`src/rtl/passion_week_sequencer.sv`:
```
`timescale 1ns/1ps
`default_nettype none
// ============================================================================
// Module   : passion_week_sequencer
// Purpose  : Sequencing master for the week-calendar event strobes; owns the
//            half-day slot counter and walks supper..tomb-visit on legal slots.
//            Optional macro PASSION_SEQ_FORMAL_EN embeds concurrent assertions.
// Revision : 1.0 - initial release
// ============================================================================
module passion_week_sequencer #(
    parameter int DAYS_PER_WEEK = 7,
    parameter int SABBATH_DAY   = 6,
    parameter int TOMB_HALFDAYS = 6,
    parameter int VISIT_DAY     = 2
) (
    input  logic       i_clk,
    input  logic       i_reset,
    input  logic       i_start,
    input  logic       i_guard_ack,
    output logic [3:0] o_slot,
    output logic       o_busy,
    output logic       o_sabbath,
    output logic       o_preparation_day,
    output logic       o_last_supper,
    output logic       o_gethsemane,
    output logic       o_crucifixion,
    output logic       o_prepare_spices,
    output logic       o_request_guards,
    output logic       o_resurrection,
    output logic       o_tomb_visit,
    output logic       o_done,
    output logic       o_fault
);

    localparam int              c_slots         = 2 * DAYS_PER_WEEK;
    localparam logic [3:0]      c_last_slot     = 4'(c_slots - 1);
    localparam logic [3:0]      c_supper_slot   = 4'(2 * SABBATH_DAY - 3);
    localparam logic [3:0]      c_prep_slot     = 4'(2 * SABBATH_DAY - 1);
    localparam logic [3:0]      c_sabbath_night = 4'(2 * SABBATH_DAY);
    localparam logic [3:0]      c_sabbath_day   = 4'(2 * SABBATH_DAY + 1);
    localparam logic [3:0]      c_visit_slot    = 4'(2 * VISIT_DAY + 1);
    localparam int              c_tomb_w        = $clog2(TOMB_HALFDAYS + 1);
    localparam logic [c_tomb_w-1:0] c_tomb_end  = c_tomb_w'(TOMB_HALFDAYS);
    localparam logic [c_tomb_w-1:0] c_tomb_one  = c_tomb_w'(1);

    typedef enum logic [2:0] {
        ST_IDLE    = 3'd0,
        ST_WAIT    = 3'd1,
        ST_SUPPER  = 3'd2,
        ST_GARDEN  = 3'd3,
        ST_CRUCIFY = 3'd4,
        ST_TOMB    = 3'd5,
        ST_RISEN   = 3'd6
    } state_t;

    state_t              r_state;
    state_t              w_state_next;
    logic [3:0]          r_slot;
    logic [3:0]          w_slot_next;
    logic [c_tomb_w-1:0] r_tomb_cnt;
    logic                r_spices_done;
    logic                r_guarded;
    logic                r_guard_req;
    logic                r_guard_issued;

    logic w_daytime;
    logic w_sabbath;
    logic w_prep;
    logic w_supper;
    logic w_garden;
    logic w_crucify;
    logic w_spices;
    logic w_risen;
    logic w_visit;
    logic w_done;
    logic w_fault;
    logic w_guard_rise;

    assign w_slot_next = (r_slot == c_last_slot) ? 4'd0 : r_slot + 4'd1;
    assign w_daytime   = r_slot[0];
    assign w_sabbath   = (r_slot == c_sabbath_night) || (r_slot == c_sabbath_day);
    assign w_prep      = (r_slot == c_prep_slot);

    // The guard request is registered, so it is armed one cycle early: when
    // the coming slot is the first daytime slot after the crucifixion.
    assign w_guard_rise = ((r_state == ST_CRUCIFY) || (r_state == ST_TOMB) ||
                           (r_state == ST_RISEN)) && !r_guard_issued && w_slot_next[0];

    always_ff @(posedge i_clk) begin
        if (i_reset) begin
            r_slot <= 4'd0;
        end else begin
            r_slot <= w_slot_next;
        end
    end

    always_ff @(posedge i_clk) begin
        if (i_reset) begin
            r_state <= ST_IDLE;
        end else begin
            r_state <= w_state_next;
        end
    end

    always_comb begin
        w_state_next = r_state;
        w_supper     = 1'b0;
        w_garden     = 1'b0;
        w_crucify    = 1'b0;
        w_spices     = 1'b0;
        w_risen      = 1'b0;
        w_visit      = 1'b0;
        w_done       = 1'b0;
        w_fault      = 1'b0;
        unique case (r_state)
            ST_IDLE: begin
                // Starting just before the supper slot goes straight to SUPPER
                // so that supper still lands on the first slot S after start.
                if (i_start) begin
                    w_state_next = (w_slot_next == c_supper_slot) ? ST_SUPPER : ST_WAIT;
                end
            end
            ST_WAIT: begin
                if (w_slot_next == c_supper_slot) begin
                    w_state_next = ST_SUPPER;
                end
            end
            ST_SUPPER: begin
                w_supper     = 1'b1;
                w_state_next = ST_GARDEN;
            end
            ST_GARDEN: begin
                w_garden     = 1'b1;
                w_state_next = ST_CRUCIFY;
            end
            ST_CRUCIFY: begin
                w_crucify    = 1'b1;
                w_state_next = ST_TOMB;
            end
            ST_TOMB: begin
                if (r_tomb_cnt == c_tomb_end) begin
                    w_risen      = 1'b1;
                    w_state_next = ST_RISEN;
                end else if (w_daytime && !w_sabbath && !r_spices_done) begin
                    w_spices = 1'b1;
                end
            end
            ST_RISEN: begin
                if (r_slot == c_visit_slot) begin
                    if (r_spices_done && r_guarded) begin
                        w_visit = 1'b1;
                        w_done  = 1'b1;
                    end else begin
                        w_fault = 1'b1;
                    end
                    w_state_next = ST_IDLE;
                end
            end
            default: begin
                w_state_next = ST_IDLE;
            end
        endcase
    end

    always_ff @(posedge i_clk) begin
        if (i_reset) begin
            r_tomb_cnt     <= '0;
            r_spices_done  <= 1'b0;
            r_guarded      <= 1'b0;
            r_guard_req    <= 1'b0;
            r_guard_issued <= 1'b0;
        end else if (w_state_next == ST_IDLE) begin
            r_tomb_cnt     <= '0;
            r_spices_done  <= 1'b0;
            r_guarded      <= 1'b0;
            r_guard_req    <= 1'b0;
            r_guard_issued <= 1'b0;
        end else begin
            if (w_crucify) begin
                r_tomb_cnt <= '0;
            end else if ((r_state == ST_TOMB) && (r_tomb_cnt != c_tomb_end)) begin
                r_tomb_cnt <= r_tomb_cnt + c_tomb_one;
            end
            if (w_spices) begin
                r_spices_done <= 1'b1;
            end
            if (r_guard_req && i_guard_ack) begin
                r_guard_req <= 1'b0;
                r_guarded   <= 1'b1;
            end else if (w_guard_rise) begin
                r_guard_req    <= 1'b1;
                r_guard_issued <= 1'b1;
            end
        end
    end

    // Strobes are masked during a reset cycle so nothing in flight escapes.
    assign o_slot            = r_slot;
    assign o_busy            = (r_state != ST_IDLE);
    assign o_sabbath         = w_sabbath;
    assign o_preparation_day = w_prep;
    assign o_last_supper     = w_supper  & ~i_reset;
    assign o_gethsemane      = w_garden  & ~i_reset;
    assign o_crucifixion     = w_crucify & ~i_reset;
    assign o_prepare_spices  = w_spices  & ~i_reset;
    assign o_request_guards  = r_guard_req & ~i_reset;
    assign o_resurrection    = w_risen   & ~i_reset;
    assign o_tomb_visit      = w_visit   & ~i_reset;
    assign o_done            = w_done    & ~i_reset;
    assign o_fault           = w_fault   & ~i_reset;

`ifdef PASSION_SEQ_FORMAL_EN
    logic [6:0] w_strobes;
    assign w_strobes = {o_last_supper, o_gethsemane, o_crucifixion, o_prepare_spices,
                        o_resurrection, o_tomb_visit, o_fault};

    a_cruc_on_prep: assert property (@(posedge i_clk) disable iff (i_reset)
        o_crucifixion |-> o_preparation_day);
    a_cruc_then_sabbath: assert property (@(posedge i_clk) disable iff (i_reset)
        o_crucifixion |=> o_sabbath);
    a_chain: assert property (@(posedge i_clk) disable iff (i_reset)
        o_last_supper |=> o_gethsemane ##1 o_crucifixion);
    a_onehot: assert property (@(posedge i_clk) disable iff (i_reset)
        $onehot0(w_strobes));
    a_visit_slot: assert property (@(posedge i_clk) disable iff (i_reset)
        o_tomb_visit |-> (o_slot[0] && ((o_slot >> 1) == 4'(VISIT_DAY))));
    c_done: cover property (@(posedge i_clk) o_done);
`endif

endmodule

`default_nettype wire

```
`config.mk`:
```
export PLATFORM = sky130hd
export DESIGN_NAME = passion_week_sequencer
export DESIGN_NICKNAME = d
export VERILOG_FILES = /design/src/rtl/passion_week_sequencer.sv
export SDC_FILE = /design/constraint.sdc
export NUM_CORES = 1
export LEC_CHECK = 0
export BUFFER_PORTS_ARGS = -buffer_cell sky130_fd_sc_hd__buf_2
export CAP_MARGIN = 15
export CORE_UTILIZATION = 50
export CTS_CLUSTER_SIZE = 16
export DETAILED_ROUTE_END_ITERATION = 8
export PLACE_DENSITY_LB_ADDON = 0.1
export SLEW_MARGIN = 20
export SYNTH_ARGS = -nofsm -noshare
export SYNTH_HDL_FRONTEND = slang
export SYNTH_SLANG_ARGS = --single-unit
```
`constraint.sdc`:
```
create_clock -name i_clk -period 5 [get_ports i_clk]
set_clock_uncertainty 0.1 [all_clocks]
set_input_delay 0.75 -clock i_clk [delete_from_list [all_inputs] [get_ports i_clk]]
set_output_delay 0.75 -clock i_clk [all_outputs]
set_load 0.02 [all_outputs]
```
Yosys cells after proc, flatten, opt, wreduce, memory -nomap -nowiden. Cells that the tools add are included.

Input bits: 4. Output and inout bits: 16. Register bits: 14.

Equal/unequal tests: 13. Bitwise operators: 10. Muxes and demuxes: 21. Reductions and logical operators: 20. Add/sub/neg operators: 2.

Operators with widths (count): one-hot mux 3 bit (7 select lines) (1); == test 4 bit (second input constant) (4); 2-to-1 mux 1 bit (14); == test 3 bit (second input constant) (4); 2-to-1 mux 3 bit (4); bitwise AND 1 bit (8); logical AND 1 bit (7); == test 3 x 2 -> 1 bit (second input constant) (2); logical NOT 3 bit (2); OR reduction 3 bit (2); adder 4 x 1 -> 4 bit (second input constant) (1); == test 4 x 3 -> 1 bit (second input constant) (1); 2-to-1 mux 4 bit (1); adder 3 x 1 -> 3 bit (second input constant) (1); == test 3 x 1 -> 1 bit (second input constant) (1); logical NOT 1 bit (3); logical OR 1 bit (3); inequality test 3 bit (second input constant) (1); nonzero test 3 bit (1); 2-to-1 mux 2 bit (1); NOT 1 bit (2); AND reduction 2 bit (1); OR reduction 2 bit (1).

Longest topological paths before layout. Gate-level depths: netlist (run 1).

Word-level depth: 9. Gate-level depth with buffers: 7. Mapped depth without buffers: 7.

Worst setup path before layout (run 1). No wires, ideal clock.

Path kind: input port to output port. From: in i_reset. To: out o_prepare_spices. Data arrival time: 1.659 ns. Buffers on the path: 1. Setup slack: 2.491 ns. Stages on the path: 2. Data required time: 4.150 ns. Cells stage by stage: buf_1 nor4_1.

Cells in the longest elaborated chain, start to end: 2.

RTL lines: start: declaration (RTL line 17) `input logic i_reset,`; NOT 1 bit (RTL line 205) `assign o_prepare_spices = w_spices & ~i_reset;`; bitwise AND 1 bit (RTL line 205); end: declaration (RTL line 27) `output logic o_prepare_spices,`.

Every way passes these cells.

Worst setup path after layout (run 1).
From: reg r_state[2]. To: out o_prepare_spices.

Cells in the longest elaborated chain, start to end: 3.

RTL lines: start: declaration (RTL line 56) `state_t r_state;`; start signal: assignment (RTL line 101) `r_state <= w_state_next;`; == test 3 bit (RTL line 115) `unique case (r_state)`; 2-to-1 mux 1 bit (RTL line 115); bitwise AND 1 bit (RTL line 205).

Every way passes these cells.

==> metrics, run 1 <==
Post-Syn Nets 99; Setup Viol. Count Final 0; HP Class reg2reg; fin. max-slew vios 0; hpwl dp 1061 um; 1st-iter DRT viols 9; Reg area 280.3 sq um; CTS Buf Count 3; Max IR drop VDD 0.1674 mV; Finished Core Util 0.5936; gr ovfl total 0; Post-synth EDFFs 0; drt drc 0; initial core utilization 0.5476; Die Span X 42.86 um; Final nets 116; ys flop type dfxtp_1; Post-Syn Area 834.6 sq um; top post-synthesis cells by count nor2_1 (15), dfxtp_1 (14), nor3_1 (8); Total GRT Usage 0.1824; Reg-to-Reg End r_tomb_cnt[2]; drt first pass iters 4; Cell Count, Final, Fillers Out 124; max_cap viols 0; largest cells by area after synthesis dfxtp_1 (34%), buf_6 (6.7%), nor2_1 (6.7%); Worst EP required 4.15 ns; die area 1837 sq um; Yosys top cell area share 0.3358; I/O pins 20; Fmax 366.9 MHz; TritonCTS Sinks 14; share of layout cells above drive strength 1 0.2963; WHS Path Cells 2; post-detailed-route via-to-cell ratio 5.363; vias in the first global route 597; Post-Syn Instances 93; CP startpoint kind flip-flop; final setup margin 2.274 ns; Post-DP Area 882.1 sq um; Fillers 147; core area 1524 sq um; area leader, netlist dfxtp_1; Static Leakage 0.3741 nW; unrepaired setup endpoints after global routing no; R2R Path Start r_state[1]; minimum hold slack 0.4038 ns; postcts setup bufs 0; area of the multi-input gates 475.5 sq um; sequential share of the synthesized area 0.3358; Seq cells post-synth 14; critical path fanouts, max 14; crit path kind reg2out; reg2reg path depth 5; fin crit share 0.5451; Final GP Congestion 0.7285; CTS root buffer clkbuf_4; first-pass GRT wire length 2546 um; Routed Antenna Nets 0; Die H 42.86 um; cts repair resizes 0; post-synthesis async set-or-reset flop share 0; clk_lat worst skew 0.27 ns; Netlist cell types 33; final hold vios 0; n_diodes 0; Clock Path Buffers 2; DR vias 665; outcome finished clean; synth warn 0; initial antenna violation count 0; WHS Endpoint r_guard_issued; largest net degree at the start of global routing 15; Slew @ Worst Pin 0.6054 ns; Cells after DPL 121; I/O Buffers 19; Slew headroom 0.5955; hold_sp r_guard_issued; PwrDens 221.8 nW/um^2; drt wl/cell 12.08 um; Hold Buf Count CTS 0; CP Capture Type output pin; clock-pin slew on the worst setup and hold paths 0.08 ns; R2R Setup Slk 3.00 ns; Final Total Pwr 0.2007 mW; Finished Cell Area 904.6 sq um; top-count cell post-synth nor2_1; Area Growth Syn to Fin 8.396%; WL final 1498 um; syn avg cell area 8.974 sq um; Arr. time, crit path 1.88 ns; FP Rows 14; minimum clock period 2.726 ns; CTS tree built; pre-CTS setup slack 2.597 ns; setup TNS 0 ns; H-tree level count 1
==> worst max-delay path by stage <==
stage               slack, ns               end  depth (start not counted)       start
floorplan                2.49  o_prepare_spices                          2     i_reset
global placement         2.62  o_prepare_spices                          5  r_state[2]
detailed placement       2.60  o_prepare_spices                          5  r_state[2]
CTS                      2.26  o_prepare_spices                          5  r_state[2]
global route             2.01  o_prepare_spices                          5  r_state[2]
finish                   2.27  o_prepare_spices                          5  r_state[2]
==> worst max-delay path, stage by stage, from the launching register on <==
cell	delay (ns)
dfxtp_1	0.63
nand3b_1	0.23
a21oi_4	0.29
nand2_1	0.09
nor4_1	0.16
buf_2	0.20
==> cell families after synthesis <==
| group | synth area share |
|---|---|
| simple gates | 0.3059 |
| compound gates | 0.1919 |
| flops | 0.3358 |
| buf+inv | 0.09445 |
| xor+xnor | 0.04199 |
| fa+ha+maj | 0.02998 |
==> layout by cell type, fill, tap and decap left out, types with 2 or more instances in the layout <==
| cell type | count |
|---|---|
| buf_2 | 19 |
| nor2_1 | 15 |
| dfxtp_1 | 14 |
| nor3_1 | 8 |
| nand2_1 | 7 |
| a21oi_1 | 6 |
| inv_1 | 3 |
| xnor2_1 | 3 |
| clkbuf_4 | 3 |
| nor2b_1 | 2 |
| nand3b_1 | 2 |
| nor4_1 | 2 |
| nor4b_2 | 2 |
| a31oi_1 | 2 |
| o31a_2 | 2 |
| ha_1 | 2 |
==> power breakdown <==
group	internal (mW)	total, mW	switching, mW
combinational	0.00756	0.0187	0.0112
clock	0.0278	0.0611	0.0333
sequential	0.114	0.121	0.00675
==> cell type report <==
class | instances | area share
multi-input combinational | 69 | 0.5256
sequential | 14 | 0.3098
timing repair buffer | 19 | 0.1051
clock buffer | 3 | 0.02490
tap | 16 | 0.02213
inverter | 3 | 0.01245
==> state kept, by name, summed over array words and instances, names as in the netlist <==
register        count
r_spices_done       1
r_state             3
o_slot              4
r_guard_req         1
r_guarded           1
r_tomb_cnt          3
r_guard_issued      1
==> per-layer routing <==
layer	share of wire	vias to the layer above	global-route usage
met5	0	-	0
met4	0.0067	0	0.09375
met3	0.033	2	0.02553
met2	0.43	10	0.2727
met1	0.53	298	0.2526
li1	-	355	-
Power figures use the tool's default switching activity.
==> run 2, diff against run 1 <==
--- a/config.mk
+++ b/config.mk
@@ -7,7 +7,7 @@
 export LEC_CHECK = 0
 export BUFFER_PORTS_ARGS = -buffer_cell sky130_fd_sc_hd__buf_2
 export CAP_MARGIN = 15
-export CORE_UTILIZATION = 50
+export CORE_UTILIZATION = 46
 export CTS_CLUSTER_SIZE = 16
 export DETAILED_ROUTE_END_ITERATION = 8
 export PLACE_DENSITY_LB_ADDON = 0.1
==> constraint.sdc (replaced) <==
create_clock -name i_clk -period 2.5 [get_ports i_clk]
set_clock_uncertainty 0.1 [all_clocks]
set_input_delay 0.375 -clock i_clk [delete_from_list [all_inputs] [get_ports i_clk]]
set_output_delay 0.375 -clock i_clk [all_outputs]
set_load 0.02 [all_outputs]
==> metrics, run 2 (same netlist as run 1, synthesis figures left out) <==
I/O pins 20 (unchanged); CTS Buf Count 3 (unchanged); WHS Path Cells 3 (+1); Reg-to-Reg End r_tomb_cnt[1]; Hold Buf Count CTS 0 (unchanged); Slew headroom 0.7223 (+0.1268); die area 1989 sq um (+8.3%); hold_sp i_guard_ack; HP Class in2reg; Die H 44.60 um (+4.1%); drt wl/cell 12.28 um (+1.7%); max_cap viols 0 (unchanged); Routed Antenna Nets 0 (unchanged); initial antenna violation count 0 (unchanged); Final GP Congestion 0.7557 (+3.7%); minimum clock period 2.261 ns; 1st-iter DRT viols 3 (-6); Seq pwr share 0.601 (about the same); CP Capture Type output pin; Fmax 442.3 MHz; vias in the first global route 624 (+4.5%); fin crit share 0.9043; drt first pass iters 3 (-1); post-detailed-route via-to-cell ratio 5.455 (+1.7%); TritonCTS Sinks 14 (unchanged); Slew @ Worst Pin 0.4152 ns (-0.1902 ns); commonest non-fill, non-tap cell in the layout buf_2; Net Sw Frac 0.2572 (+0.002128); CP startpoint kind flip-flop; drt drc 0 (unchanged); Area Growth Syn to Fin 10.79%; setup TNS 0 ns (unchanged); largest net degree at the start of global routing 15 (unchanged); unrepaired setup endpoints after global routing no; Cells after DPL 131 (+8.3%); Setup Viol. Count Final 0 (unchanged); R2R Setup Slk 0.48 ns (-2.52 ns); Clock Path Buffers 2 (unchanged); Combinational Power Share 0.094 (about the same); sw power 0.1036 mW (+100%); most frequent cells in the layout buf_2 (19), nor2_1 (15), dfxtp_1 (13), nor3_1 (8), nand2_1 (7); Die Span X 44.60 um (+4.1%); crit path kind reg2out; Final Total Pwr 0.4027 mW (+100%); final hold vios 0 (unchanged); critical path fanouts, max 10 (-4); Arr. time, crit path 1.79 ns (-0.09 ns); hpwl dp 1175 um (+11%); Cell Int Power 0.2991 mW (+100%); H-tree level count 1 (unchanged); R2R Path Start r_state[1]; Worst EP required 2.03 ns (-2.12 ns); gr ovfl total 0 (unchanged); max reg flops 4 (unchanged); clock-pin slew on the worst setup and hold paths 0.08 ns (about the same); CTS tree built; fin. max-slew vios 0 (unchanged); DR vias 731 (+9.9%); reg2reg path depth 5 (unchanged); PwrDens 435.5 nW/um^2 (+96%); Final nets 117 (+0.86%); Total GRT Usage 0.1865 (+0.004119); n_diodes 0 (unchanged); Clock power frac 0.305 (about the same); outcome finished clean; Cell Count, Final, Fillers Out 134 (+8.1%); Static Leakage 0.3801 nW (+1.6%); CTS root buffer clkbuf_4; Max IR drop VDD 0.3314 mV (+98%); clk_lat worst skew 0.27 ns (about the same); WHS Endpoint r_guarded; WL final 1646 um (+9.9%); first-pass GRT wire length 2691 um (+5.7%); I/O Buffers 19 (unchanged); initial core utilization 0.4886 (-0.05897); share of layout cells above drive strength 1 0.3119 (+0.01563); FP Rows 15 (+1); minimum hold slack 0.2649 ns (-0.1389 ns); core area 1708 sq um (+12%)
run 2: how the worst max path moves through the flow:
stage	slack [ns]	start	to
after floorplan	0.41	o_slot[0]	o_tomb_visit
after global placement	0.49	r_state[2]	o_prepare_spices
after detailed placement	0.43	r_state[2]	o_prepare_spices
after CTS	0.1	r_state[2]	o_prepare_spices
after global routing	0.1	r_state[0]	o_prepare_spices
final	0.24	r_state[0]	o_prepare_spices
run 2: metal layers:
metal | vias up | GRT usage | share of wire
met2 | 16 | 0.3147 | 0.48
met5 | - | 0 | 0
met1 | 347 | 0.2200 | 0.47
met4 | 0 | 0.04848 | 0.010
li1 | 366 | - | -
met3 | 2 | 0.07347 | 0.043
run 2: what timing repair did:
| item | 4_1_cts | 5_1_grt |
|---|---|---|
| endpoints found under the setup margin | 0 | 1 |
| setup buffers | 0 | 0 |
| resized for setup | 0 | 1 |
run 2: metrics by stage:
stage                     setup slack, ns    util  area (sq um)
after global placement             0.4851  0.5275         900.9
final                              0.2391  0.5414         924.6
after floorplan                    0.4071       -         834.6
after global routing              0.09794  0.5414         924.6
after detailed placement           0.4251  0.5275         900.9
after CTS                         0.09968  0.5407         923.4
run 2: layout make-up:
class | count | area (sq um)
Timing Repair Buffer | 20 | 102.6
Clock buffer | 3 | 22.52
Multi-Input combinational cell | 69 | 475.5
Sequential cell | 14 | 281.5
Tap cell | 25 | 31.28
Fill cell | 170 | 783.3
Inverter | 3 | 11.26
run 2: power by group through the flow:
stage               Sequential [mW]  Clock (mW)  Combinational, mW
global placement              0.247           0             0.0381
detailed placement            0.247           0             0.0378
global route                  0.244       0.135             0.0419
CTS                           0.242       0.127             0.0381
finish                        0.242       0.123             0.0377
floorplan                     0.243           0             0.0370
run 2: worst max-delay path: stages (launching register included):
cell and delay, ns:
dfxtp_1 0.53, nand3b_1 0.23, a21oi_4 0.30, nand2_1 0.09
nor4_1 0.16, buf_2 0.20
